==> src/rtl/instr_fetch_prefetch_pkg.sv <==
// Shared types and constants for the instruction prefetcher.
//   fetch_entry_t : {pc, instr} pair stored in the output FIFO and the PC queue.
//   FETCH_DEPTH   : default FIFO depth / outstanding-request limit.
//   PTR_W         : pointer width for the default depth.
//   NOP_INSTR     : filler written into vacated FIFO slots to ease waveform debug.
package instr_fetch_pkg;

    localparam int unsigned FETCH_DEPTH = 4;
    localparam int unsigned PTR_W       = $clog2(FETCH_DEPTH);
    localparam logic [31:0] NOP_INSTR   = 32'h0000_0013;

    typedef struct packed {
        logic [31:0] pc;
        logic [31:0] instr;
    } fetch_entry_t;

endpackage

==> src/rtl/instr_fetch_prefetch_if.sv <==
// Bus bundle between the prefetcher, the core and the instruction memory.
//   Core side  : instr_valid_o, instr_rdata_o, instr_addr_o (to core), instr_ready_i (from core).
//   Memory side: mem_req_o, mem_addr_o, mem_we_o, mem_wmask_o, mem_wdata_o (to memory),
//                mem_rdata_i, mem_rvalid_i (from memory).
// master = prefetcher view, slave = environment (core + memory) view.
interface instr_fetch_prefetch_if #(
    parameter int unsigned ADDR_WIDTH = 12
);
    logic                  instr_valid_o;
    logic [31:0]           instr_rdata_o;
    logic [31:0]           instr_addr_o;
    logic                  instr_ready_i;
    logic                  mem_req_o;
    logic [ADDR_WIDTH-1:0] mem_addr_o;
    logic                  mem_we_o;
    logic [3:0]            mem_wmask_o;
    logic [31:0]           mem_wdata_o;
    logic [31:0]           mem_rdata_i;
    logic                  mem_rvalid_i;

    modport master (
        output instr_valid_o, instr_rdata_o, instr_addr_o,
        output mem_req_o, mem_addr_o, mem_we_o, mem_wmask_o, mem_wdata_o,
        input  instr_ready_i, mem_rdata_i, mem_rvalid_i
    );

    modport slave (
        input  instr_valid_o, instr_rdata_o, instr_addr_o,
        input  mem_req_o, mem_addr_o, mem_we_o, mem_wmask_o, mem_wdata_o,
        output instr_ready_i, mem_rdata_i, mem_rvalid_i
    );
endinterface

==> src/rtl/instr_fetch_prefetch_fetch_fifo.sv <==
// First-word fall-through FIFO of fetch_entry_t with synchronous flush.
//   clk_i, rst_i : clock, asynchronous active-high reset
//   i_flush      : empty the FIFO (wins over push and pop)
//   i_push/i_data: write an entry
//   i_pop        : remove the head (ignored when empty)
//   o_head       : current head entry, straight from storage
//   o_count      : number of stored entries (0..DEPTH)
module fetch_fifo
    import instr_fetch_pkg::*;
#(
    parameter int unsigned DEPTH = FETCH_DEPTH
) (
    input  logic                   clk_i,
    input  logic                   rst_i,
    input  logic                   i_flush,
    input  logic                   i_push,
    input  fetch_entry_t           i_data,
    input  logic                   i_pop,
    output fetch_entry_t           o_head,
    output logic [$clog2(DEPTH):0] o_count
);
    localparam int unsigned PtrW = $clog2(DEPTH);

    fetch_entry_t    r_mem [DEPTH];
    logic [PtrW-1:0] r_rptr;
    logic [PtrW-1:0] r_wptr;
    logic [PtrW:0]   r_count;
    logic [PtrW:0]   w_count_d;
    logic            w_pop;

    assign w_pop = i_pop && (r_count != '0);

    always_comb begin
        w_count_d = r_count;
        if (i_push && !w_pop) begin
            w_count_d = r_count + (PtrW + 1)'(1);
        end else if (!i_push && w_pop) begin
            w_count_d = r_count - (PtrW + 1)'(1);
        end
    end

    always_ff @(posedge clk_i or posedge rst_i) begin
        if (rst_i) begin
            r_rptr  <= '0;
            r_wptr  <= '0;
            r_count <= '0;
            for (int i = 0; i < DEPTH; i++) begin
                r_mem[i] <= '0;
            end
        end else if (i_flush) begin
            r_rptr  <= '0;
            r_wptr  <= '0;
            r_count <= '0;
        end else begin
            // Vacated slot gets a NOP; a push into the same slot (full + pop) overrides it.
            if (w_pop) begin
                r_mem[r_rptr] <= fetch_entry_t'{pc: 32'h0, instr: NOP_INSTR};
                r_rptr        <= r_rptr + PtrW'(1);
            end
            if (i_push) begin
                r_mem[r_wptr] <= i_data;
                r_wptr        <= r_wptr + PtrW'(1);
            end
            r_count <= w_count_d;
        end
    end

    assign o_head  = r_mem[r_rptr];
    assign o_count = r_count;

    a_no_push_when_full: assert property (@(posedge clk_i) disable iff (rst_i)
        !(i_push && !i_flush && (r_count == (PtrW + 1)'(DEPTH))));

endmodule

==> src/rtl/instr_fetch_prefetch.sv <==
// Instruction prefetcher: issues word reads to instruction memory, tracks in-flight
// responses, buffers them in order and presents {pc, instr} to the core.
//   clk_i, rst_i   : clock, asynchronous active-high reset
//   branch_i       : one-cycle redirect strobe; flushes buffered and in-flight fetches
//   branch_addr_i  : redirect byte PC (bits [1:0] ignored)
//   io_bus         : core valid/ready port and memory req/addr/rvalid port (master view)
module instr_fetch_prefetch
    import instr_fetch_pkg::*;
#(
    parameter int unsigned ADDR_WIDTH = 12,
    parameter int unsigned DEPTH      = 4,
    parameter logic [31:0] BOOT_ADDR  = 32'h0000_0000
) (
    input  logic                          clk_i,
    input  logic                          rst_i,
    input  logic                          branch_i,
    input  logic [31:0]                   branch_addr_i,
    instr_fetch_prefetch_if.master        io_bus
);
    localparam int unsigned CntW = $clog2(DEPTH) + 1;

    logic [31:0]     r_fetch_pc;
    logic [31:0]     w_fetch_pc_d;
    logic [CntW-1:0] r_outstanding;
    logic [CntW-1:0] w_outstanding_d;
    logic [CntW-1:0] r_discard;
    logic [CntW-1:0] w_discard_d;

    logic [CntW-1:0] w_fifo_count;
    logic [CntW-1:0] w_pcq_count;
    logic [CntW:0]   w_occupancy;
    logic            w_issue;
    logic            w_keep;
    logic            w_pop;
    fetch_entry_t    w_fifo_head;
    fetch_entry_t    w_pcq_head;
    fetch_entry_t    w_pcq_push_data;
    fetch_entry_t    w_fifo_push_data;
    logic            w_unused;

    // FIFO slots are reserved at issue time so a response always has room.
    assign w_occupancy = {1'b0, w_fifo_count} + {1'b0, r_outstanding};
    assign w_issue     = !rst_i && !branch_i && (w_occupancy < (CntW + 1)'(DEPTH));
    assign w_keep      = io_bus.mem_rvalid_i && (r_discard == '0) && !branch_i;
    assign w_pop       = io_bus.instr_valid_o && io_bus.instr_ready_i && !branch_i;

    assign w_pcq_push_data  = fetch_entry_t'{pc: r_fetch_pc, instr: 32'h0};
    assign w_fifo_push_data = fetch_entry_t'{pc: w_pcq_head.pc, instr: io_bus.mem_rdata_i};

    always_comb begin
        w_fetch_pc_d    = r_fetch_pc;
        w_outstanding_d = r_outstanding;
        w_discard_d     = r_discard;

        if (branch_i) begin
            w_fetch_pc_d = {branch_addr_i[31:2], 2'b00};
        end else if (w_issue) begin
            w_fetch_pc_d = r_fetch_pc + 32'd4;
        end

        if (w_issue && !io_bus.mem_rvalid_i) begin
            w_outstanding_d = r_outstanding + CntW'(1);
        end else if (!w_issue && io_bus.mem_rvalid_i) begin
            w_outstanding_d = r_outstanding - CntW'(1);
        end

        // On a branch every request still in flight becomes stale, except one that
        // answers in this very cycle (it is dropped right now).
        if (branch_i) begin
            w_discard_d = r_outstanding - CntW'(io_bus.mem_rvalid_i);
        end else if (io_bus.mem_rvalid_i && (r_discard != '0)) begin
            w_discard_d = r_discard - CntW'(1);
        end
    end

    always_ff @(posedge clk_i or posedge rst_i) begin
        if (rst_i) begin
            r_fetch_pc    <= BOOT_ADDR;
            r_outstanding <= '0;
            r_discard     <= '0;
        end else begin
            r_fetch_pc    <= w_fetch_pc_d;
            r_outstanding <= w_outstanding_d;
            r_discard     <= w_discard_d;
        end
    end

    // PC of each live request, consumed by the matching kept response.
    fetch_fifo #(
        .DEPTH (DEPTH)
    ) u_pc_queue (
        .clk_i   (clk_i),
        .rst_i   (rst_i),
        .i_flush (branch_i),
        .i_push  (w_issue),
        .i_data  (w_pcq_push_data),
        .i_pop   (w_keep),
        .o_head  (w_pcq_head),
        .o_count (w_pcq_count)
    );

    fetch_fifo #(
        .DEPTH (DEPTH)
    ) u_instr_fifo (
        .clk_i   (clk_i),
        .rst_i   (rst_i),
        .i_flush (branch_i),
        .i_push  (w_keep),
        .i_data  (w_fifo_push_data),
        .i_pop   (w_pop),
        .o_head  (w_fifo_head),
        .o_count (w_fifo_count)
    );

    assign w_unused = ^{w_pcq_head.instr, w_pcq_count, branch_addr_i[1:0]};

    assign io_bus.instr_valid_o = (w_fifo_count != '0);
    assign io_bus.instr_rdata_o = w_fifo_head.instr;
    assign io_bus.instr_addr_o  = w_fifo_head.pc;
    assign io_bus.mem_req_o     = w_issue;
    assign io_bus.mem_addr_o    = r_fetch_pc[ADDR_WIDTH+1:2];
    assign io_bus.mem_we_o      = 1'b0;
    assign io_bus.mem_wmask_o   = 4'b0000;
    assign io_bus.mem_wdata_o   = 32'h0;

    a_rvalid_has_request: assert property (@(posedge clk_i) disable iff (rst_i)
        io_bus.mem_rvalid_i |-> (r_outstanding != '0));
    a_discard_bounded: assert property (@(posedge clk_i) disable iff (rst_i)
        r_discard <= r_outstanding);

endmodule

==> src/flat_wrapper.sv <==
// flat-port wrapper written by rule: the top's interface ports become plain ports
module instr_fetch_prefetch_flat import instr_fetch_pkg::*;
#(
    parameter int unsigned ADDR_WIDTH = 12,
    parameter int unsigned DEPTH      = 4,
    parameter logic [31:0] BOOT_ADDR  = 32'h0000_0000
)
  (clk_i, rst_i, branch_i, branch_addr_i, io_bus_instr_valid_o, io_bus_instr_rdata_o, io_bus_instr_addr_o, io_bus_mem_req_o, io_bus_mem_addr_o, io_bus_mem_we_o, io_bus_mem_wmask_o, io_bus_mem_wdata_o, io_bus_instr_ready_i, io_bus_mem_rdata_i, io_bus_mem_rvalid_i);
  instr_fetch_prefetch_if #(.ADDR_WIDTH(ADDR_WIDTH)) io_bus_i ();
  input  logic clk_i;
  input  logic rst_i;
  input  logic branch_i;
  input  logic [31:0] branch_addr_i;
  output wire logic [$bits(io_bus_i.instr_valid_o)-1:0] io_bus_instr_valid_o;
  output wire logic [$bits(io_bus_i.instr_rdata_o)-1:0] io_bus_instr_rdata_o;
  output wire logic [$bits(io_bus_i.instr_addr_o)-1:0] io_bus_instr_addr_o;
  output wire logic [$bits(io_bus_i.mem_req_o)-1:0] io_bus_mem_req_o;
  output wire logic [$bits(io_bus_i.mem_addr_o)-1:0] io_bus_mem_addr_o;
  output wire logic [$bits(io_bus_i.mem_we_o)-1:0] io_bus_mem_we_o;
  output wire logic [$bits(io_bus_i.mem_wmask_o)-1:0] io_bus_mem_wmask_o;
  output wire logic [$bits(io_bus_i.mem_wdata_o)-1:0] io_bus_mem_wdata_o;
  input wire logic [$bits(io_bus_i.instr_ready_i)-1:0] io_bus_instr_ready_i;
  input wire logic [$bits(io_bus_i.mem_rdata_i)-1:0] io_bus_mem_rdata_i;
  input wire logic [$bits(io_bus_i.mem_rvalid_i)-1:0] io_bus_mem_rvalid_i;
  assign io_bus_instr_valid_o = io_bus_i.instr_valid_o;
  assign io_bus_instr_rdata_o = io_bus_i.instr_rdata_o;
  assign io_bus_instr_addr_o = io_bus_i.instr_addr_o;
  assign io_bus_mem_req_o = io_bus_i.mem_req_o;
  assign io_bus_mem_addr_o = io_bus_i.mem_addr_o;
  assign io_bus_mem_we_o = io_bus_i.mem_we_o;
  assign io_bus_mem_wmask_o = io_bus_i.mem_wmask_o;
  assign io_bus_mem_wdata_o = io_bus_i.mem_wdata_o;
  assign io_bus_i.instr_ready_i = io_bus_instr_ready_i;
  assign io_bus_i.mem_rdata_i = io_bus_mem_rdata_i;
  assign io_bus_i.mem_rvalid_i = io_bus_mem_rvalid_i;
  instr_fetch_prefetch #(.ADDR_WIDTH(ADDR_WIDTH), .DEPTH(DEPTH), .BOOT_ADDR(BOOT_ADDR)) u_core (.clk_i(clk_i), .rst_i(rst_i), .branch_i(branch_i), .branch_addr_i(branch_addr_i), .io_bus(io_bus_i));
endmodule
==> config.mk <==
export PLATFORM = sky130hd
export DESIGN_NAME = instr_fetch_prefetch_flat
export DESIGN_NICKNAME = d
export VERILOG_FILES = /design/src/rtl/instr_fetch_prefetch_pkg.sv /design/src/rtl/instr_fetch_prefetch_if.sv /design/src/rtl/instr_fetch_prefetch_fetch_fifo.sv /design/src/rtl/instr_fetch_prefetch.sv /design/src/flat_wrapper.sv
export SDC_FILE = /design/constraint.sdc
export NUM_CORES = 1
export LEC_CHECK = 0
export CAP_MARGIN = 20
export CORE_ASPECT_RATIO = 1.5
export CORE_MARGIN = 4
export CORE_UTILIZATION = 51
export DETAILED_ROUTE_END_ITERATION = 16
export GPL_TIMING_DRIVEN = 0
export PLACE_DENSITY = 0.68
export SLEW_MARGIN = 20
export SYNTH_ARGS = -nofsm -noshare
export SYNTH_HDL_FRONTEND = slang
export SYNTH_SLANG_ARGS = --single-unit
==> constraint.sdc <==
create_clock -name clk_i -period 20.5 [get_ports clk_i]
set_input_delay 3.075 -clock clk_i [delete_from_list [all_inputs] [get_ports clk_i]]
set_output_delay 3.075 -clock clk_i [all_outputs]
set_load 0.02 [all_outputs]
-- Yosys cells after proc, flatten, opt, wreduce, memory -nomap -nowiden
Cells that the tools add are included.
- register bits: 564
- input bits: 69
- output and inout port bits: 115
- add/subtract/negate cells: 14
- magnitude comparators: 9
- muxes and demuxes: 42
- bitwise operators: 10
- reduce and logical (&&, ||, !) cells: 38
- operators with widths (kind ; number):
    2-to-1 mux 256 bit ; 6
    bitwise mux 256 bit ; 2
    demux 64 bit (select 2 bit) ; 4
    2-to-1 mux 64 bit ; 8
    AND 244 bit ; 2
    inverter 244 bit ; 2
    binary-select mux 64 bit (select 2 bit) ; 2
    2-to-1 mux 32 bit ; 2
    adder 32 x 3 -> 32 bit, second input constant ; 1
    2-to-1 mux 3 bit ; 10
    OR 12 bit ; 2
    logical AND 1 bit ; 19
    2-to-1 mux 2 bit ; 8
    nonzero test 3 bit ; 5
    greater-or-equal comparator 3 bit, second input constant ; 4
    less-than comparator 3 x 1 -> 1 bit, second input constant ; 4
    inverter 2 -> 3 bit ; 4
    nonzero test 2 bit ; 6
    subtractor 3 x 1 -> 3 bit, second input constant ; 4
    adder 3 x 1 -> 3 bit, second input constant ; 3
    adder 2 x 1 -> 2 bit, second input constant ; 4
    logical NOT 1 bit ; 7
    adder 3 x 3 -> 4 bit ; 1
    less-than comparator 4 x 3 -> 1 bit, second input constant ; 1
    other kinds (2) ; 2

-- Depth between registers and ports, before layout
Gate-level depths: netlist of the first run.
- word-level depth: 11
- mapped depth: 12

-- Hierarchy
Synthesis of the first run repeated with hierarchy kept, for this count alone.
- cell total of the unflattened synthesis: 2808
- area, all modules: 29495.8 sq um
- by module, submodules not included (module ; instances ; cells each ; area each (sq um) ; sequential area each (sq um)):
    fetch_fifo at u_core.u_instr_fifo ; 1 ; 1250 ; 13422.9 ; 6581.3
    fetch_fifo at u_core.u_pc_queue ; 1 ; 1250 ; 13421.6 ; 6581.3
    instr_fetch_prefetch ; 1 ; 308 ; 2651.3 ; 900.9

-- Least setup slack after synthesis of the first run
Ideal clock, no wire load.
- kind: input to output
- start point: in rst_i
- end point: out io_bus_mem_req_o
- arrival: 4.395 ns
- required time: 17.425 ns
- slack: 13.030 ns
- stages: 5
- buffers on the path: 2
- path through: or4_1 a311o_1 inv_2 buf_4 buf_2
- cells in the longest elaborated chain, start to end: 3
- RTL lines (item ; RTL line ; RTL):
    start: declaration ; flat_wrapper.sv:11 ; input logic rst_i;
    logical NOT 1 bit ; instr_fetch_prefetch.sv:43 ; assign w_issue = !rst_i && !branch_i && (w_occupancy < (CntW + 1)'(DEPTH));
    logical AND 1 bit (2 in a row) ; instr_fetch_prefetch.sv:43 ;
    end: declaration ; flat_wrapper.sv:17 ; output wire logic [$bits(io_bus_i.mem_req_o)-1:0] io_bus_mem_req_o;
No other way between the ends.

-- Worst setup path in the final report of the first run
Same ends and word-level chain as after synthesis.

==> results of run 1 <==
-- path summary, 6_finish.rpt --
| kind | to | slack [ns] | cells past startpoint |
|---|---|---|---|
| max in group asynchronous | u_core.u_instr_fifo.r_mem[232] | 15.37 | 6 |
| worst max register to register | u_core.u_instr_fifo.r_mem[126] | 16.78 | 7 |
| worst min-delay path | u_core.u_pc_queue.r_mem[32] | 0.49 | 1 |
| min in group asynchronous | u_core.r_outstanding[1] | 2.90 | 2 |
| worst min register to register | u_core.u_pc_queue.r_mem[32] | 0.49 | 1 |
| worst max-delay path | io_bus_mem_req_o | 11.55 | 7 |
-- metal layers --
layer | global-route usage | vias to the layer above | routed length [um]
met5 | 0 | - | 0
met4 | 0.0826 | 0 | 1550
met3 | 0.0343 | 92 | 2640
met2 | 0.438 | 536 | 26600
met1 | 0.337 | 7120 | 21100
li1 | - | 5913 | -
-- logic make-up (layout without fill, tap and decap cells) --
group / count (synthesis) / after routing / synth area share
XOR/XNOR: 17 / 17 / 0.00763
multiplexers: 124 / 124 / 0.125
adder cells (fa/ha/maj): 27 / 27 / 0.0185
flip-flops: 434 / 434 / 0.556
buffers and inverters: 205 / 431 / 0.0524
AO/OA/AOI/OAI: 442 / 442 / 0.191
other: 1 / 37 / 0.000192
AND/OR/NAND/NOR: 189 / 189 / 0.0491
-- worst max-delay path: stages --
cell and delay, ns:
sky130_fd_sc_hd__clkdlybuf4s50_1 0.51, sky130_fd_sc_hd__or4_1 0.55, sky130_fd_sc_hd__a311o_1 0.43, sky130_fd_sc_hd__inv_2 0.11, sky130_fd_sc_hd__buf_4 0.18, sky130_fd_sc_hd__buf_2 0.34
sky130_fd_sc_hd__clkdlybuf4s50_1 0.67
-- where the power goes --
part           switching, mW  internal (mW)  total, mW
sequential             0.116           1.03       1.15
combinational          0.426          0.424      0.850
clock                  0.341          0.476      0.818
-- per-stage QoR --
| step | utilization | hold slack (ns) | cell area [um^2] | instances |
|---|---|---|---|---|
| floorplan | - | 0.445 | 19700 | 1475 |
| global placement | 0.575 | 0.463 | 21700 | 2108 |
| detailed placement | 0.578 | 0.473 | 21800 | 2112 |
| CTS | 0.616 | 0.487 | 23300 | 2190 |
| global route | 0.616 | 0.503 | 23300 | 2190 |
| finish | 0.616 | 0.486 | 23300 | 2190 |
-- flip-flops by register name (all words and copies together), names as in the netlist, 3 cells and up --
| register | cells |
|---|---|
| u_core.r_discard | 3 |
| u_core.r_outstanding | 3 |
| u_core.u_pc_queue.o_count | 3 |
| u_core.u_instr_fifo.o_count | 3 |
| u_core.u_pc_queue.r_mem | 128 |
| u_core.u_instr_fifo.r_mem | 256 |
| u_core.r_fetch_pc | 30 |
-- synthesized netlist by cell type (all sizes together), types with 4 or more instances --
library cell	instances	share of area
nand3	21	0.0054
dfrtp	434	0.56
xnor2	9	0.0040
nor2	36	0.0069
xor2	8	0.0036
clkbuf	77	0.015
nor3	7	0.0021
and2	19	0.0061
nand4	14	0.0045
a22o	361	0.16
a21oi	17	0.0046
nor2b	17	0.0054
mux4	96	0.11
o22a	12	0.0054
and3	6	0.0019
inv	36	0.0069
nand2	47	0.0090
o21ai	22	0.0056
nor4	9	0.0029
a32o	4	0.0021
buf	92	0.031
ha	24	0.015
mux2i	25	0.013
-- final cells by class --
class / instances / area (um^2) / area share
sequential: 434 / 10900 / 0.467
multi-input combinational: 836 / 7780 / 0.334
timing repair buffer: 148 / 1550 / 0.0667
clock buffer: 59 / 1210 / 0.0518
buffer: 169 / 887 / 0.0381
tap: 489 / 612 / 0.0263
clock inverter: 19 / 234 / 0.0101
inverter: 36 / 143 / 0.00613
==> results list, run 1 <==
- Run status: completed
- The startpoint identified for the worst register-to-register timing path is u_core.u_instr_fifo.r_rptr[0].
- Clock transition at the registers of the reported paths: 0.06 ns
* I/O pin count: between 150 and 200
- From bottom edge to top edge, the die measures between 200 and 250 um.
- Entering global routing, the biggest net connects 116 pins.
- In the global route stage, overall resource usage came out at 0.254.
- Crit Path Class: input pin to output port
* Max Root-Sink Buffers: 3
- Achievable clock frequency: between 100 and 150 MHz
- DR WL/cell: 23.7 um
- The first global-routing pass estimated roughly 84000 um of wire.
* Required time at the endpoint of the critical path: between 15 and 20 ns
* Async set-or-reset flop fraction in the synthesized netlist: 1.00
- PnR Total Power: 2.82 mW
- At the worst endpoint, the arrival time is about 5.9 ns.
- The worst path in the final design needs a cycle of between 8 and 9 ns, including I/O delays and setup.
- Most frequent standard cell in the layout excluding fill and tap cells: sky130_fd_sc_hd__dfrtp_1
- CP Launch Type: input pin
- Endpoint kind of the worst setup timing path: output port
- Clock tree from TritonCTS: built
* Fraction of layout cells with a size suffix above 1: 0.153
- Setup WS pre-CTS: ~12 ns
* Vias per Instance: just over 6
- Routability Congestion: between 0.8 and 0.9
- For this design the ratio of total power to cell area is 121 nW/um^2.
* Max IR drop VDD: around 79 uV
- Commonest register cell after synthesis: sky130_fd_sc_hd__dfrtp_1
- Relative to the synthesized area, the layout overhead comes to 19.2%.
* Post-route setup slack: around 12 ns
- Port Buf Inserts: 144
* Die outline area: slightly above 40000 um^2
- The number of gates resized after CTS was 0.
- Post-Syn Instances: roughly 1400
- Number of core rows: 87
* Detailed placer's ending HPWL: 35900 um
* Die Wd: approximately 170 um
- Number of antenna violations at the first check in global routing: 0
- For this run, the number of Yosys warnings is 0.
- The clock drives 434 sinks.
- In the finished design, the share of the clock period the worst path needs comes to 0.436.
- Portion of the post-synthesis area used by sequential elements: 0.556
- Detailed-route via count: between 10000 and 15000
* Number of pins with negative max-slew slack in the final report: 0
- After synthesis the netlist holds a flip-flop and latch count of between 400 and 500.
- The region available for standard cell placement spans between 30000 and 40000 um^2.
- Total overflow reported by the global router: 0
* Total Routed Length: approximately 52000 um
* Post-CTS setup repair buffer count: 0
- The detail route stage leaves a number of antenna-violating nets equal to 0.
* Drt pass-1 iters: 5
- The H-tree was split into 2 levels.
* Slew Limit Headroom: 0.288
- Number of enable flip-flop cells after synthesis: 0
* Clk_lat worst skew: between 0.5 and 0.6 ns
* Fillers: between 2000 and 3000
* Crit path max fanout: 11
* Antenna diodes: 0
- Layout Nets: between 1500 and 2000
- Setup violations remaining at the end of the flow were counted as 0.
- Pin slew with the least headroom to its limit: between 1 and 1.5 ns
- The number of hold-slack violations in the final timing report was 0.
* Number of global-route vias before repair: about 15000
* DR iter-0 viols: approximately 1400
- Distinct cell type count after synthesis: 55
- Setup crit start: rst_i
* Leading cell types in the layout, fill and taps excluded: sky130_fd_sc_hd__dfrtp_1 (434), sky130_fd_sc_hd__a22o_1 (361), sky130_fd_sc_hd__clkdlybuf4s50_1 (144), sky130_fd_sc_hd__mux4_2 (96), sky130_fd_sc_hd__clkbuf_1 (85)
- Total standard cell area after synthesis: 19500 um^2
- The initial utilization of the core area, before any placement, comes to 0.517.
- Worst hold path startpoint: u_core.u_pc_queue.r_mem[32]
- Library cell used as clock root buffer: sky130_fd_sc_hd__clkbuf_16
- Max cap viols: 0
* Summed negative setup slack over all endpoints: 0 ns
- Clock skew on the completed layout was measured at 0.0236 ns.
- Unrepaired setup endpoints after global routing: no
- Kind of path behind the tightest hold check: register to register
* Number of buffers inserted by hold repair at cts: 0
- Remaining DRCs: 0
- Synthesized area per cell: 13.6 um^2
- Clock tree synthesis inserted a total of 43 buffers.
- The analysis attributes to cell leakage a power of 10.6 nW.
Power figures use the tool's default switching activity.
==> run 2: changes to the inputs <==
clock period = 8.3 ns   (was 20.5 ns; I/O delays follow)
==> run 2 against run 1 <==
Net effect: register-to-register slack got worse by 12 ns; largest power group unchanged; first-iteration DRC count fell by 11%; non-clock buffer count rose by 11; highest routed layer unchanged.
==> results list, run 2 (same netlist as run 1, synthesis figures left out) <==
- Final critical-path required period: roughly 5.2 ns
- Crit-path slowest cell: sky130_fd_sc_hd__clkdlybuf4s50_1
- On the worst path, the slowest cell contributes a delay of between 0.6 and 0.7 ns.
* Final critical-path share of the clock period: 0.632
* Vias per Instance: 6.26
- Among the stages of the critical path, the cell type that occurs most often is sky130_fd_sc_hd__clkdlybuf4s50_1.
- Setup repair after global routing left no endpoint under its margin.
* Leakage dissipation: about 11 nW
- Summed over all layers, the global routing overflow is 0.
- The routed design has between 50000 and 60000 um of wire.
* Detailed-route via count: roughly 14000
- The total area inside the core boundary comes to roughly 38000 um^2.
- Most frequent standard cell in the layout excluding fill and tap cells: sky130_fd_sc_hd__dfrtp_1
- In the global route stage, overall resource usage came out at 0.253.
* Number of cells upsized or downsized after cts: 0
* Antenna diodes: 0
- Worst hold path startpoint: u_core.u_pc_queue.r_mem[224]
- The first TritonRoute pass finished after 6 iterations.
* Library cell used as clock root buffer: sky130_fd_sc_hd__clkbuf_16
- The detailed router finished its first iteration with roughly 1300 violations.
- For the pin with the worst max-slew slack, the measured transition is roughly 1.1 ns.
- Worst Reg2Reg Path Length in Cells: 7
* Routability Congestion: approximately 0.87
* Total power divided by cell area: about 300 nW/um^2
* Total CTS buffers: 43
- The number of hold-slack violations in the final timing report came to 0.
- Setup WS pre-CTS: a little over 3 ns
- The initialized floorplan defines 87 standard-cell rows.
- Endpoints failing setup: 0
* Util after Layout: 0.621
- Clock tree from TritonCTS: built
- The worst setup path is captured at an output port.
* Remaining antenna violation count: 0
* I/O pin count: about 180
- Worst hold path stage count: 1
- Timing would allow up to about 190 MHz.
* Kind of path behind the tightest hold check: register to register
- Number of buffers inserted by hold repair at cts: 0
- H-tree levels: 2
- Initial core utilization: 0.517
* Max IR drop VDD: 231 uV
- Remaining DRCs: 0
* DR WL/cell: roughly 24 um
- Number of flip-flops under the largest register name: around 260
- Die outline area: roughly 42000 um^2
* Detailed placer's ending HPWL: roughly 37000 um
- Crit path buf inv count: 5
- The via count of the first global-routing pass was approximately 15000.
- Fraction of layout cells with a size suffix above 1: 0.157
- Max cap viols: 0
- STA classifies the critical path startpoint as an input pin.
- The worst hold path terminates at u_core.u_pc_queue.r_mem[224].
- Entering global routing, the biggest net connects 35 pins.
- The first global-routing pass estimated approximately 83000 um of wire.
- Clk_lat worst skew: 0.55 ns
- Layout Nets: 1775
- Die Wd: 168 um
- The top cell types in the final layout, fill and taps aside, are sky130_fd_sc_hd__dfrtp_1 (434), sky130_fd_sc_hd__a22o_1 (361), sky130_fd_sc_hd__clkdlybuf4s50_1 (144), sky130_fd_sc_hd__mux4_2 (96), sky130_fd_sc_hd__clkbuf_1 (86).
- Crit path max fanout: 11
* Required time at the endpoint of the critical path: between 7 and 8 ns
* Die boundary height: between 200 and 250 um
- The run finished with clean final reports.
- Post-route setup slack: 3.05 ns
- The largest registers in the layout are u_core.u_instr_fifo.r_mem (256), u_core.u_pc_queue.r_mem (128), u_core.r_fetch_pc (30).
- Reg2reg setup slack: roughly 4.6 ns
* Crit Path Class: input pin to output port
* Area delta synth->final: 20.1%
- Clock transition at the registers of the reported paths: approximately 0.06 ns
- Number of antenna violations at the first check in global routing: 0
- Worst flop-to-flop path startpoint: u_core.u_instr_fifo.r_rptr[0]
- Cell Chain, Critical Path: clkdlybuf4s50_1 -> or4_1 -> a311o_1 -> inv_2 -> buf_4 -> buf_2 -> clkdlybuf4s50_1
* Port Buf Inserts: around 140
- Max Root-Sink Buffers: 3
- Data arrives at the worst endpoint at around 4.0 ns.
* Number of pins with negative max-slew slack in the final report: 0
- Once the clock tree was built, the setup fixing pass inserted 0 buffers.
- Most flops, register: u_core.u_instr_fifo.r_mem
* Worst R2R End: u_core.u_instr_fifo.r_mem[243]
* Worst clock skew on the final layout: about 0.013 ns
- Clk sink count: around 430
- Headroom to the max-slew limit came out at 0.271.
- Family of cells with the greatest summed delay on the critical path: buffers and inverters
-- run 2: changes by cell type in the layout (fill, tap and decap cells not counted) --
| cell | previous run | this run |
|---|---|---|
| sky130_fd_sc_hd__clkbuf_8 | 7 | 10 |
| sky130_fd_sc_hd__nor4_1 | 8 | 9 |
| sky130_fd_sc_hd__inv_6 | 3 | 0 |
| sky130_fd_sc_hd__clkinvlp_4 | 1 | 3 |
| sky130_fd_sc_hd__clkbuf_16 | 43 | 45 |
| sky130_fd_sc_hd__clkinv_2 | 10 | 7 |
| sky130_fd_sc_hd__nor4_2 | 1 | 0 |
| sky130_fd_sc_hd__buf_12 | 0 | 11 |
| sky130_fd_sc_hd__bufinv_16 | 5 | 2 |
| sky130_fd_sc_hd__clkbuf_1 | 85 | 86 |
| sky130_fd_sc_hd__inv_8 | 1 | 0 |
-- run 2: worst register-to-register path, cell delays in order, from the launching register on --
cell	delay [ns]
sky130_fd_sc_hd__dfrtp_1	0.44
sky130_fd_sc_hd__buf_1	0.58
sky130_fd_sc_hd__clkbuf_1	0.59
sky130_fd_sc_hd__inv_1	0.22
sky130_fd_sc_hd__ha_1	0.28
sky130_fd_sc_hd__a21oi_1	0.78
sky130_fd_sc_hd__clkbuf_1	0.55
sky130_fd_sc_hd__a22o_1	0.24
-- run 2: layout make-up --
type | instances | area, um^2
Buffer | 169 | 887
Clock buffer | 65 | 1300
Clock inverter | 11 | 110
Fill cell | 2885 | 14300
Inverter | 36 | 139
Multi-Input combinational cell | 836 | 7780
Sequential cell | 434 | 10900
Tap cell | 489 | 612
Timing Repair Buffer | 159 | 1770
-- run 2: per-stage QoR --
stage / TNS (ns) / hold slack [ns] / power [mW] / cell area [um^2] / instances
floorplan: 0 / 0.445 / 4.19 / 19700 / 1475
global placement: -569.92 / 0.464 / 4.90 / 21700 / 2108
detailed placement: 0 / 0.473 / 4.99 / 22000 / 2123
CTS: 0 / 0.490 / 6.97 / 23500 / 2199
global route: 0 / 0.503 / 7.24 / 23500 / 2199
finish: 0 / 0.482 / 6.93 / 23500 / 2199
-- run 2: metal layers --
metal  track usage  part of all wire
met1         0.331              0.40
met2         0.432              0.51
met3        0.0333             0.053
met4        0.0974             0.038
met5             0                 0
-- run 2: report_power, final --
part,leakage [nW],switching (mW),internal [mW]
Sequential,5.88,0.289,2.55
Combinational,4.14,1.07,1.06
Clock,0.694,0.819,1.14
-- run 2: worst max path at each step --
stage	depth (start not counted)	slack (ns)	startpoint	to
after floorplan	1	1.19	rst_i	u_core.r_discard[0]
after global placement	2	-1.37	rst_i	u_core.u_instr_fifo.r_mem[33]
after detailed placement	7	3.05	rst_i	io_bus_mem_req_o
after CTS	7	3.03	rst_i	io_bus_mem_req_o
after global routing	7	2.97	rst_i	io_bus_mem_req_o
final	7	3.05	rst_i	io_bus_mem_req_o
==> run 3: changes to the inputs <==
PLACE_DENSITY = 0.71   (was 0.68)
clock period = 4.45 ns   (was 8.3 ns; I/O delays follow)
==> run 3 against run 2 <==
Net effect: largest cell class unchanged; critical endpoint unchanged; sequential share of layout area fell by 0.12 points; largest power group unchanged; worst hold slack improved by 0.0049 ns; sequential power rose by 87%.
==> results list, run 3 (same netlist as run 1, synthesis figures left out) <==
- The via count of the first global-routing pass was 14627.
- CP Launch Type: register
- Number of buffers inserted by hold repair at cts: 0
* DR WL/cell: between 20 and 25 um
- Maximum single-stage delay on the critical path: roughly 0.67 ns
* Slew Limit Headroom: 0.245
* Number of core rows: between 80 and 90
* Number of pins with negative max-slew slack in the final report: 0
- In this run, post-CTS repair resized a total of 0 instances.
- Port Buf Inserts: about 140
- The count of nets left with antenna violations once routing finished came out at 0.
* Area delta synth->final: 20.5%
* I/O pin count: between 150 and 200
* Detailed placer's ending HPWL: roughly 37000 um
* Final critical-path share of the clock period: 0.932
- Layout Nets: approximately 1800
- Pin slew with the least headroom to its limit: approximately 1.1 ns
- Power share of the clock group: 0.290
- Post-route setup slack: 0.303 ns
- Setup repair after global routing left no endpoint under its margin.
* Achievable clock frequency: ~240 MHz
- Placed cells: ~2100
- After routing, the total negative slack on setup checks comes to 0 ns.
- In this run the power spent charging and discharging nets is approximately 4.0 mW.
* Clock transition at the registers of the reported paths: 0.06 ns
- Leading cell types in the layout, fill and taps excluded: sky130_fd_sc_hd__dfrtp_1 (434), sky130_fd_sc_hd__a22o_1 (361), sky130_fd_sc_hd__clkdlybuf4s50_1 (144), sky130_fd_sc_hd__mux4_2 (96), sky130_fd_sc_hd__clkbuf_1 (82)
* Total Routed Length: between 50000 and 60000 um
- The path class of the tightest hold or removal check is register to register.
* Clk_lat worst skew: ~0.55 ns
- Across the VDD grid, the largest voltage drop is about 360 uV.
- Total power divided by cell area: ~550 nW/um^2
* Core area: approximately 38000 um^2
- PnR Total Power: about 13 mW
- Clock tree synthesis found a total of 434 sinks.
* Routability Congestion: around 0.9
- Across every metal layer, demand over resource in global routing totals 0.252.
- Die Wd: between 150 and 200 um
- Remaining DRCs: 0
- Endpoints failing hold: 0
- The first global-routing pass estimated 83500 um of wire.
- Entering global routing, the biggest net connects 36 pins.
* Endpoint kind of the worst setup timing path: output port
- Layout Cell Area excl Fill: roughly 24000 um^2
- The largest registers in the layout are u_core.u_instr_fifo.r_mem (256), u_core.u_pc_queue.r_mem (128), u_core.r_fetch_pc (30).
- Internal power component: between 8 and 9 mW
- Crit-path slowest cell: sky130_fd_sc_hd__clkdlybuf4s50_1
- Cell Chain, Critical Path: ha_1 -> or4_1 -> a311o_1 -> inv_2 -> buf_4 -> buf_2 -> clkdlybuf4s50_1
- On the critical path the largest part of the delay comes from buffers and inverters.
- Critical path data arrival time: ~3.5 ns
- Post-detailed-placement cell area: roughly 22000 um^2
- After the first detailed-routing iteration, the DRC count stood at between 1000 and 1500.
- Endpoints failing setup: 0
- Required time at the endpoint of the critical path: ~3.8 ns
- Switching portion of total power: 0.310
- The library cell used most frequently in the layout, excluding fill and tap cells, is sky130_fd_sc_hd__dfrtp_1.
* Die outline area: between 40000 and 50000 um^2
- For this design the static power due to leakage is 10.7 nW.
* Post-CTS setup repair buffer count: 0
- Total overflow reported by the global router: 0
- Clock tree from TritonCTS: built
- The clock passes through at most 3 buffers.
- Library cell used as clock root buffer: sky130_fd_sc_hd__clkbuf_16
- Measured along the y axis, the die boundary spans approximately 250 um.
- Counting both buffers and inverters, the worst setup path holds a total of 4.
- CTS built an H-tree with a depth of 2.
- Util after Layout: 0.623
* Fraction of layout cells with a size suffix above 1: 0.158
- Worst clock skew on the final layout: 0.0138 ns
- Run status: completed
- Vias per Instance: between 6 and 7
* Total CTS buffers: 42
- Final critical-path required period: 4.15 ns
* Crit path max fanout: 11
* Initial core utilization: 0.517
- Most flops, register: u_core.u_instr_fifo.r_mem
* Register share of total power: 0.406
- Hold timing on the final database bottoms out at a slack of roughly 0.5 ns.
* Max cap viols: 0
- The first detailed-routing pass took 5 iterations.
* Number of non-filler instances in the completed layout: ~2200
* Number of flip-flops under the largest register name: ~260
- Number of antenna violations at the first check in global routing: 0
* Combinational group share of total power: 0.304
- The routed layout has roughly 14000 vias.
- Setup WS pre-CTS: ~0.37 ns
- The worst setup path is of the register to output port kind.
- The repair_antennas step left the layout with diodes totalling 0.
==> run 3: power groups by stage <==
stage | clock network [mW] | registers [mW] | logic [mW]
3_3_place_gp | 0 | 5.29 | 3.84
2_1_floorplan | 0 | 5.16 | 2.65
5_1_grt | 3.98 | 5.38 | 4.26
3_5_place_dp | 0 | 5.32 | 3.98
4_1_cts | 3.84 | 5.27 | 4.00
6_report | 3.78 | 5.30 | 3.96
==> run 3: final timing paths <==
path	end	cells past startpoint	slack (ns)	from
worst max-delay path	io_bus_mem_req_o	7	0.30	u_core.u_instr_fifo.o_count[2]
worst min-delay path	u_core.u_instr_fifo.r_mem[129]	1	0.49	u_core.u_instr_fifo.r_mem[129]
worst max register to register	u_core.u_instr_fifo.r_mem[211]	7	0.75	u_core.u_instr_fifo.r_rptr[0]
worst min register to register	u_core.u_instr_fifo.r_mem[129]	1	0.49	u_core.u_instr_fifo.r_mem[129]
max in group asynchronous	u_core.u_instr_fifo.r_mem[40]	9	2.14	rst_i
min in group asynchronous	u_core.r_outstanding[0]	2	0.51	rst_i
==> run 3: cell type report <==
cell class	count	area, um^2
multi-input combinational	836	7780
clock buffer	59	1260
tap	489	612
buffer	169	887
sequential	434	10900
timing repair buffer	159	1780
inverter	36	139
clock inverter	13	199
fill	2888	14300
==> run 3: routing by layer <==
layer / wire [um] / vias to the layer above / part of all wire / track usage
met5: 0 / - / 0 / 0
met4: 1830 / 0 / 0.035 / 0.0977
met3: 3070 / 102 / 0.059 / 0.0363
met2: 26300 / 595 / 0.50 / 0.427
met1: 21100 / 7279 / 0.40 / 0.330
li1: - / 5918 / - / -
